**src/rtl/ucode_issue_ctrl_if.sv**
```systemverilog
// Bundle of the fetch, sequencer and IF/ID signals around the MUL issue controller.
// The slave modport is the controller's view; master is the surrounding pipeline/sequencer view.
interface ucode_issue_ctrl_if;
    logic [31:0] if_instr;
    logic        if_valid;
    logic        if_stall;
    logic        uc_start_mul;
    logic [3:0]  uc_dest_reg;
    logic [3:0]  uc_source_reg;
    logic [15:0] uc_immediate;
    logic [31:0] uc_instr;
    logic [31:0] id_instr;
    logic        id_valid;
    logic        busy;

    modport slave (
        input  if_instr, if_valid, uc_instr,
        output if_stall, uc_start_mul, uc_dest_reg, uc_source_reg, uc_immediate,
               id_instr, id_valid, busy
    );

    modport master (
        output if_instr, if_valid, uc_instr,
        input  if_stall, uc_start_mul, uc_dest_reg, uc_source_reg, uc_immediate,
               id_instr, id_valid, busy
    );
endinterface

```
**src/rtl/ucode_issue_ctrl.sv**
```systemverilog
// Detects MUL Rd,Rs,#imm in the fetch stream, stalls IF, starts the microcode sequencer
// and injects its generated instructions into the IF/ID register.
module ucode_issue_ctrl #(
    parameter logic [6:0]  MUL_OPCODE = 7'b0110100,
    parameter logic [31:0] NOP_INSTR  = {5'b11001, 27'b0}
) (
    input logic             clk,
    input logic             rst,
    ucode_issue_ctrl_if.slave bus
);

    typedef enum logic [1:0] {
        IDLE,
        ISSUE,
        INJECT,
        HALTWAIT
    } state_t;

    state_t      state;
    logic [16:0] remaining;
    logic [31:0] id_instr_q;
    logic        id_valid_q;
    logic [3:0]  dest_q;
    logic [3:0]  source_q;
    logic [15:0] imm_q;
    logic        is_mul;

    assign is_mul = bus.if_valid && (bus.if_instr[31:25] == MUL_OPCODE);

    assign bus.if_stall      = (state != IDLE);
    assign bus.busy          = (state != IDLE);
    assign bus.uc_start_mul  = (state == ISSUE);
    assign bus.uc_dest_reg   = dest_q;
    assign bus.uc_source_reg = source_q;
    assign bus.uc_immediate  = imm_q;
    assign bus.id_instr      = id_instr_q;
    assign bus.id_valid      = id_valid_q;

    // Captured MUL fields are only rewritten in IDLE: the sequencer reads them every cycle.
    always_ff @(posedge clk) begin
        if (rst) begin
            state      <= IDLE;
            remaining  <= 17'd0;
            id_instr_q <= NOP_INSTR;
            id_valid_q <= 1'b0;
            dest_q     <= 4'd0;
            source_q   <= 4'd0;
            imm_q      <= 16'd0;
        end else begin
            case (state)
                IDLE: begin
                    if (is_mul) begin
                        dest_q     <= bus.if_instr[24:21];
                        source_q   <= bus.if_instr[20:17];
                        imm_q      <= bus.if_instr[15:0];
                        id_instr_q <= NOP_INSTR;
                        id_valid_q <= 1'b0;
                        state      <= ISSUE;
                    end else if (bus.if_valid) begin
                        id_instr_q <= bus.if_instr;
                        id_valid_q <= 1'b1;
                    end else begin
                        id_instr_q <= NOP_INSTR;
                        id_valid_q <= 1'b0;
                    end
                end
                ISSUE: begin
                    id_instr_q <= NOP_INSTR;
                    id_valid_q <= 1'b0;
                    // imm==0 still yields one instruction (SUB Rd,Rd,Rd); 17 bits covers imm=FFFF.
                    remaining  <= (imm_q == 16'd0) ? 17'd1 : ({1'b0, imm_q} + 17'd1);
                    state      <= INJECT;
                end
                INJECT: begin
                    id_instr_q <= bus.uc_instr;
                    id_valid_q <= 1'b1;
                    remaining  <= remaining - 17'd1;
                    if (remaining == 17'd1) begin
                        state <= HALTWAIT;
                    end
                end
                HALTWAIT: begin
                    id_instr_q <= NOP_INSTR;
                    id_valid_q <= 1'b0;
                    state      <= IDLE;
                end
                default: begin
                    id_instr_q <= NOP_INSTR;
                    id_valid_q <= 1'b0;
                    state      <= IDLE;
                end
            endcase
        end
    end

endmodule
```
**src/flat_wrapper.sv**
```systemverilog
// flat-port wrapper written by rule: the top's interface ports become plain ports
module ucode_issue_ctrl_flat 
#(
    parameter logic [6:0]  MUL_OPCODE = 7'b0110100,
    parameter logic [31:0] NOP_INSTR  = {5'b11001, 27'b0}
)
  (clk, rst, bus_if_instr, bus_if_valid, bus_uc_instr, bus_if_stall, bus_uc_start_mul, bus_uc_dest_reg, bus_uc_source_reg, bus_uc_immediate, bus_id_instr, bus_id_valid, bus_busy);
  ucode_issue_ctrl_if bus_i ();
  input logic clk;
  input logic rst;
  input wire logic [$bits(bus_i.if_instr)-1:0] bus_if_instr;
  input wire logic [$bits(bus_i.if_valid)-1:0] bus_if_valid;
  input wire logic [$bits(bus_i.uc_instr)-1:0] bus_uc_instr;
  output wire logic [$bits(bus_i.if_stall)-1:0] bus_if_stall;
  output wire logic [$bits(bus_i.uc_start_mul)-1:0] bus_uc_start_mul;
  output wire logic [$bits(bus_i.uc_dest_reg)-1:0] bus_uc_dest_reg;
  output wire logic [$bits(bus_i.uc_source_reg)-1:0] bus_uc_source_reg;
  output wire logic [$bits(bus_i.uc_immediate)-1:0] bus_uc_immediate;
  output wire logic [$bits(bus_i.id_instr)-1:0] bus_id_instr;
  output wire logic [$bits(bus_i.id_valid)-1:0] bus_id_valid;
  output wire logic [$bits(bus_i.busy)-1:0] bus_busy;
  assign bus_i.if_instr = bus_if_instr;
  assign bus_i.if_valid = bus_if_valid;
  assign bus_i.uc_instr = bus_uc_instr;
  assign bus_if_stall = bus_i.if_stall;
  assign bus_uc_start_mul = bus_i.uc_start_mul;
  assign bus_uc_dest_reg = bus_i.uc_dest_reg;
  assign bus_uc_source_reg = bus_i.uc_source_reg;
  assign bus_uc_immediate = bus_i.uc_immediate;
  assign bus_id_instr = bus_i.id_instr;
  assign bus_id_valid = bus_i.id_valid;
  assign bus_busy = bus_i.busy;
  ucode_issue_ctrl #(.MUL_OPCODE(MUL_OPCODE), .NOP_INSTR(NOP_INSTR)) u_core (.clk(clk), .rst(rst), .bus(bus_i));
endmodule
```
**config.mk**
```make
export PLATFORM = sky130hd
export DESIGN_NAME = ucode_issue_ctrl_flat
export DESIGN_NICKNAME = d
export VERILOG_FILES = /design/src/rtl/ucode_issue_ctrl_if.sv /design/src/rtl/ucode_issue_ctrl.sv /design/src/flat_wrapper.sv
export SDC_FILE = /design/constraint.sdc
export NUM_CORES = 1
export LEC_CHECK = 0
export BUFFER_PORTS_ARGS = -buffer_cell sky130_fd_sc_hd__buf_2
export CAP_MARGIN = 20
export CORE_UTILIZATION = 40
export CTS_CLUSTER_SIZE = 40
export DETAILED_ROUTE_END_ITERATION = 8
export PLACE_DENSITY = 0.77
export REMOVE_ABC_BUFFERS = 1
export SLEW_MARGIN = 20
export SYNTH_ARGS = -nofsm -noshare
export SYNTH_HDL_FRONTEND = slang
export SYNTH_SLANG_ARGS = --single-unit
```
**constraint.sdc**
```tcl
create_clock -name clk -period 5.7 [get_ports clk]
set_input_delay 1.14 -clock clk [delete_from_list [all_inputs] [get_ports clk]]
set_output_delay 1.14 -clock clk [all_outputs]
set_load 0.01 [all_outputs]
```
After elaboration in Yosys (flattened, before gate mapping)
Index checks and enable logic that the tools add are counted.

word-level totals
  output and inout bits = 60
  logic and storage cells = 35
  register bits after elaboration = 76

cells by class
  add/sub/neg operators = 2
  mux-type cells = 11
  reduce and logical (&&, ||, !) cells = 8
  equality and inequality tests = 7

operators by type and width
  operator                 count
  $pmux W32 S3             1
  $mux W32                 2
  $pmux W17 S2             1
  $add A16 B1 Y17 const B  1
  $eq A17 B1 Y1 const B    1
  $mux W17                 1
  $sub A17 B1 Y17 const B  1
  $logic_not A16 Y1        1
  $pmux W2 S4              1
  $eq A7 B6 Y1 const B     1
  $eq A2 B2 Y1 const B     2
  $mux W2                  2
  $ne A2 B1 Y1 const B     2
  $reduce_and A2 Y1        2
  $reduce_bool A2 Y1       2
  $pmux W1 S3              1
  $eq A2 B1 Y1 const B     1
  $logic_not A2 Y1         1
  $mux W1                  2
  $reduce_or A2 Y1         1
  $logic_and A1 B1 Y1      1

Depth between registers and ports, before layout
  word-level depth = 4
  mapped depth = 8

Worst setup path before layout
Ideal clock, no wire load.

  path kind = input-to-reg
  start point = input port bus_if_instr[28]
  end point = register u_core.id_instr_q[19], in the netlist u_core.bus.id_instr[19]
  stages = 7
  setup slack = 3.221 ns
  arrival time = 2.351 ns
  path buffers = 2
  setup time = 0.128 ns
  cell sequence = nor4b_1 > and3_1 > nor2_1 > clkbuf_1 > buf_2 > a22oi_1 > nor2_1

on the way
  cells in the longest elaborated chain, start to end = 4

RTL lines
  what                    RTL line                text
  start: declaration      flat_wrapper.sv:11      input wire logic [$bits(bus_i.if_instr)-1:0] bus_if_instr;
  $eq A7 B6 Y1            ucode_issue_ctrl.sv:28  assign is_mul = bus.if_valid && (bus.if_instr[31:25] == MUL_OPCODE);
  $logic_and A1 B1 Y1     ucode_issue_ctrl.sv:28
  $mux W32                ucode_issue_ctrl.sv:52  if (is_mul) begin
  $pmux W32 S3            ucode_issue_ctrl.sv:50  case (state)
  end signal: assignment  ucode_issue_ctrl.sv:60  id_instr_q <= bus.if_instr;
  end signal: assignment  ucode_issue_ctrl.sv:75  id_instr_q <= bus.uc_instr;
  end: declaration        ucode_issue_ctrl.sv:21  logic [31:0] id_instr_q;

Every way passes these cells.
A chain may end at the register's enable or synchronous reset.

Worst setup path in the final report
  start point = input port bus_if_instr[28]
  end point = register u_core.imm_q[7], in the netlist u_core.bus.uc_immediate[7]

on the way
  cells in the longest elaborated chain, start to end = 3

RTL lines
  what                         RTL line                text
  $eq A7 B6 Y1                 ucode_issue_ctrl.sv:28
  $logic_and A1 B1 Y1          ucode_issue_ctrl.sv:28
  $reduce_and A2 Y1 (no line)  n/a
  end signal: assignment       ucode_issue_ctrl.sv:55  imm_q <= bus.if_instr[15:0];
  end: declaration             ucode_issue_ctrl.sv:25  logic [15:0] imm_q;

Every way passes these cells.

==> flow_summary.ini <==
[worst_setup_path]
criticalPathCategory = in -> reg
critPathCaptureType = flip-flop
worstSetupStartpoint = bus_if_instr[28]
r2r_slack_ns = 3.13
crit_path_max_fanout = 24
crit_arrival_ns = 2.93
r2r_start = u_core.state[0]
r2r_cells = 6
rr_endpoint = u_core.bus.id_instr[10]
cp.required_ns = 5.90
start_kind = input port

[grt]
grt_pass1_wl_um = 15470
grt_use_total = 0.2149
grt_pass1_vias = 3342
antenna_found_initial = 0
grt_max_degree = 62
grt_overflow_total = 0

[yosys]
syn_area_per_cell_um2 = 8.288
ys_seq_area_frac = 0.4309
synth-edff-count = 0
netlist.area_leader.share = 0.4309
ys_warn_count = 0
synth_top_area_cell = dfxtp_1
synthFlopType = dfxtp_1
async_flop_share = 0
syn-instance-count = 426
synth-seq-cells = 76
netlist_area_mm2 = 0.003531
synth_cell_type_count = 55
ys_top_cells_by_area = dfxtp_1 43%, nand2_1 6.6%, a22oi_1 6.2%

[cts]
cts_hold_buffers = 0
cts_setup_buffers = 0
root_buffer = clkbuf_8
clock_latency_ns = 0.35
numCtsBuffers = 9
cts_tree = yes
cts_buffer_depth = 2
clkTransAtPathRegs_ns = 0.07
cts.repair.resized = 0
clkSinkCount = 76
htreeDepth = 3

[cells_and_area]
antenna_cells = 0
area_growth_pct = 25.16
mostFrequentLayoutCells = 126 x buf_2, 76 x dfxtp_1, 62 x nand2_1
final_net_count = 613
mostFrequentLayoutCell = buf_2
fin_util = 0.5272
design_area_mm2 = 0.004419
drive_gt1_frac = 0.2902
largest_register_ffs = 32
layoutNonFillerInstCount = 646

[floorplanning]
rows = 33
coreArea_mm2 = 0.008382
die_area_mm2 = 0.009207
pin_count = 127
initial_core_util = 0.4213
die_w_um = 95.96
die_h_um = 95.96

[routing]
routed_via_density = 5.437
postRouteAntennaNets = 0
drtIter0Drc = 250
wire_per_inst_um = 14.60
routed_wl_um = 9433
dr.pass1.iters = 5
route.detailed.drc = 0
vias = 3512

[hold_path]
hold_end = u_core.bus.uc_dest_reg[3]
holdPathStages = 2
worstHoldPathType = reg -> reg
hp-start = u_core.bus.uc_dest_reg[3]

[sta]
grt_setup_unrepaired = false
clock_skew_ns = 0.008530
fin_crit_sh = 0.4784
slew_headroom = 0.4300
finalHoldViolCount = 0
max_freq_mhz = 366.7
setup_viol = 0
worst_pin_slew_ns = 0.8526
holdWs_ns = 0.4573
fin_ws_ns = 2.973
fin_crit_ns = 2.727
drv_slew = 0
setup-tns-final_ns = 0

[power]
ir_drop_v = 0.0002653
total_power_mw = 1.698
power_density_mw_per_mm2 = 384.3
leakagePower_nw = 1.854

[placed_design]
placed_area_mm2 = 0.004188
gp_congestion = 0.7880
hpwl_um = 6833
dp_slack_ns = 2.663
dp.cells = 631
port_buffers = 126

[status]
status = complete, no violations

[flow_run]
cap_violations = 0
[layout make-up]
cell class	instances	area, um^2
sequential	76	1521
fill	774	3963
inverter	11	41.29
clock buffer	10	137.6
timing repair buffer	127	638.1
multi-input combinational	312	1866
tap	105	131.4
clock inverter	5	83.83
[layer usage]
metal,wire [um],GRT usage
met1,4072,0.2750
met2,4459,0.3393
met3,746,0.06951
met4,155,0.07587
met5,0,0
[worst max-delay path, cell delays in order]
cell,delay [ns]
buf_2,0.10
nor4b_1,0.35
and3_1,0.32
nand3_1,0.63
nand2_1,0.28
a21oi_1,0.09
[cell families (layout without fill, tap and decap cells)]
family | count (synthesis) | after routing | share of synthesized area
adder cells (fa/ha/maj) | 9 | 9 | 0.03189
AND/OR/NAND/NOR | 184 | 184 | 0.2541
multiplexers | 1 | 1 | 0.002835
XOR/XNOR | 17 | 17 | 0.04217
AO/OA/AOI/OAI | 101 | 101 | 0.1931
buffers and inverters | 38 | 153 | 0.04501
flip-flops | 76 | 76 | 0.4309
[synthesized netlist by cell type, drive strengths merged, types with 4 or more instances]
master	instances
o211ai	4
or3	4
nor3	8
dfxtp	76
ha	9
a221oi	4
buf	6
nand4	6
clkbuf	21
inv	10
a211oi	4
nor2	57
o311ai	4
o21ai	5
xnor2	13
and3	5
nand2	62
a22oi	29
and2	4
nand3	18
nor4	7
a21oi	34
xor2	4
o21bai	4
[how the worst max path moves through the flow]
stage	endpoint	slack, ns
2_1_floorplan	u_core.bus.id_instr[0]	2.90
3_3_place_gp	u_core.bus.uc_source_reg[1]	2.72
3_5_place_dp	u_core.bus.uc_dest_reg[2]	2.66
4_1_cts	u_core.bus.id_instr[10]	2.79
5_1_grt	u_core.bus.id_instr[16]	2.79
6_report	u_core.bus.uc_immediate[7]	2.97
[power breakdown]
part           switching [mW]  internal, mW
logic                   0.370         0.240
registers              0.0426         0.585
clock network           0.203         0.258
total                   0.615          1.08
(Power assumes the default switching activity.)
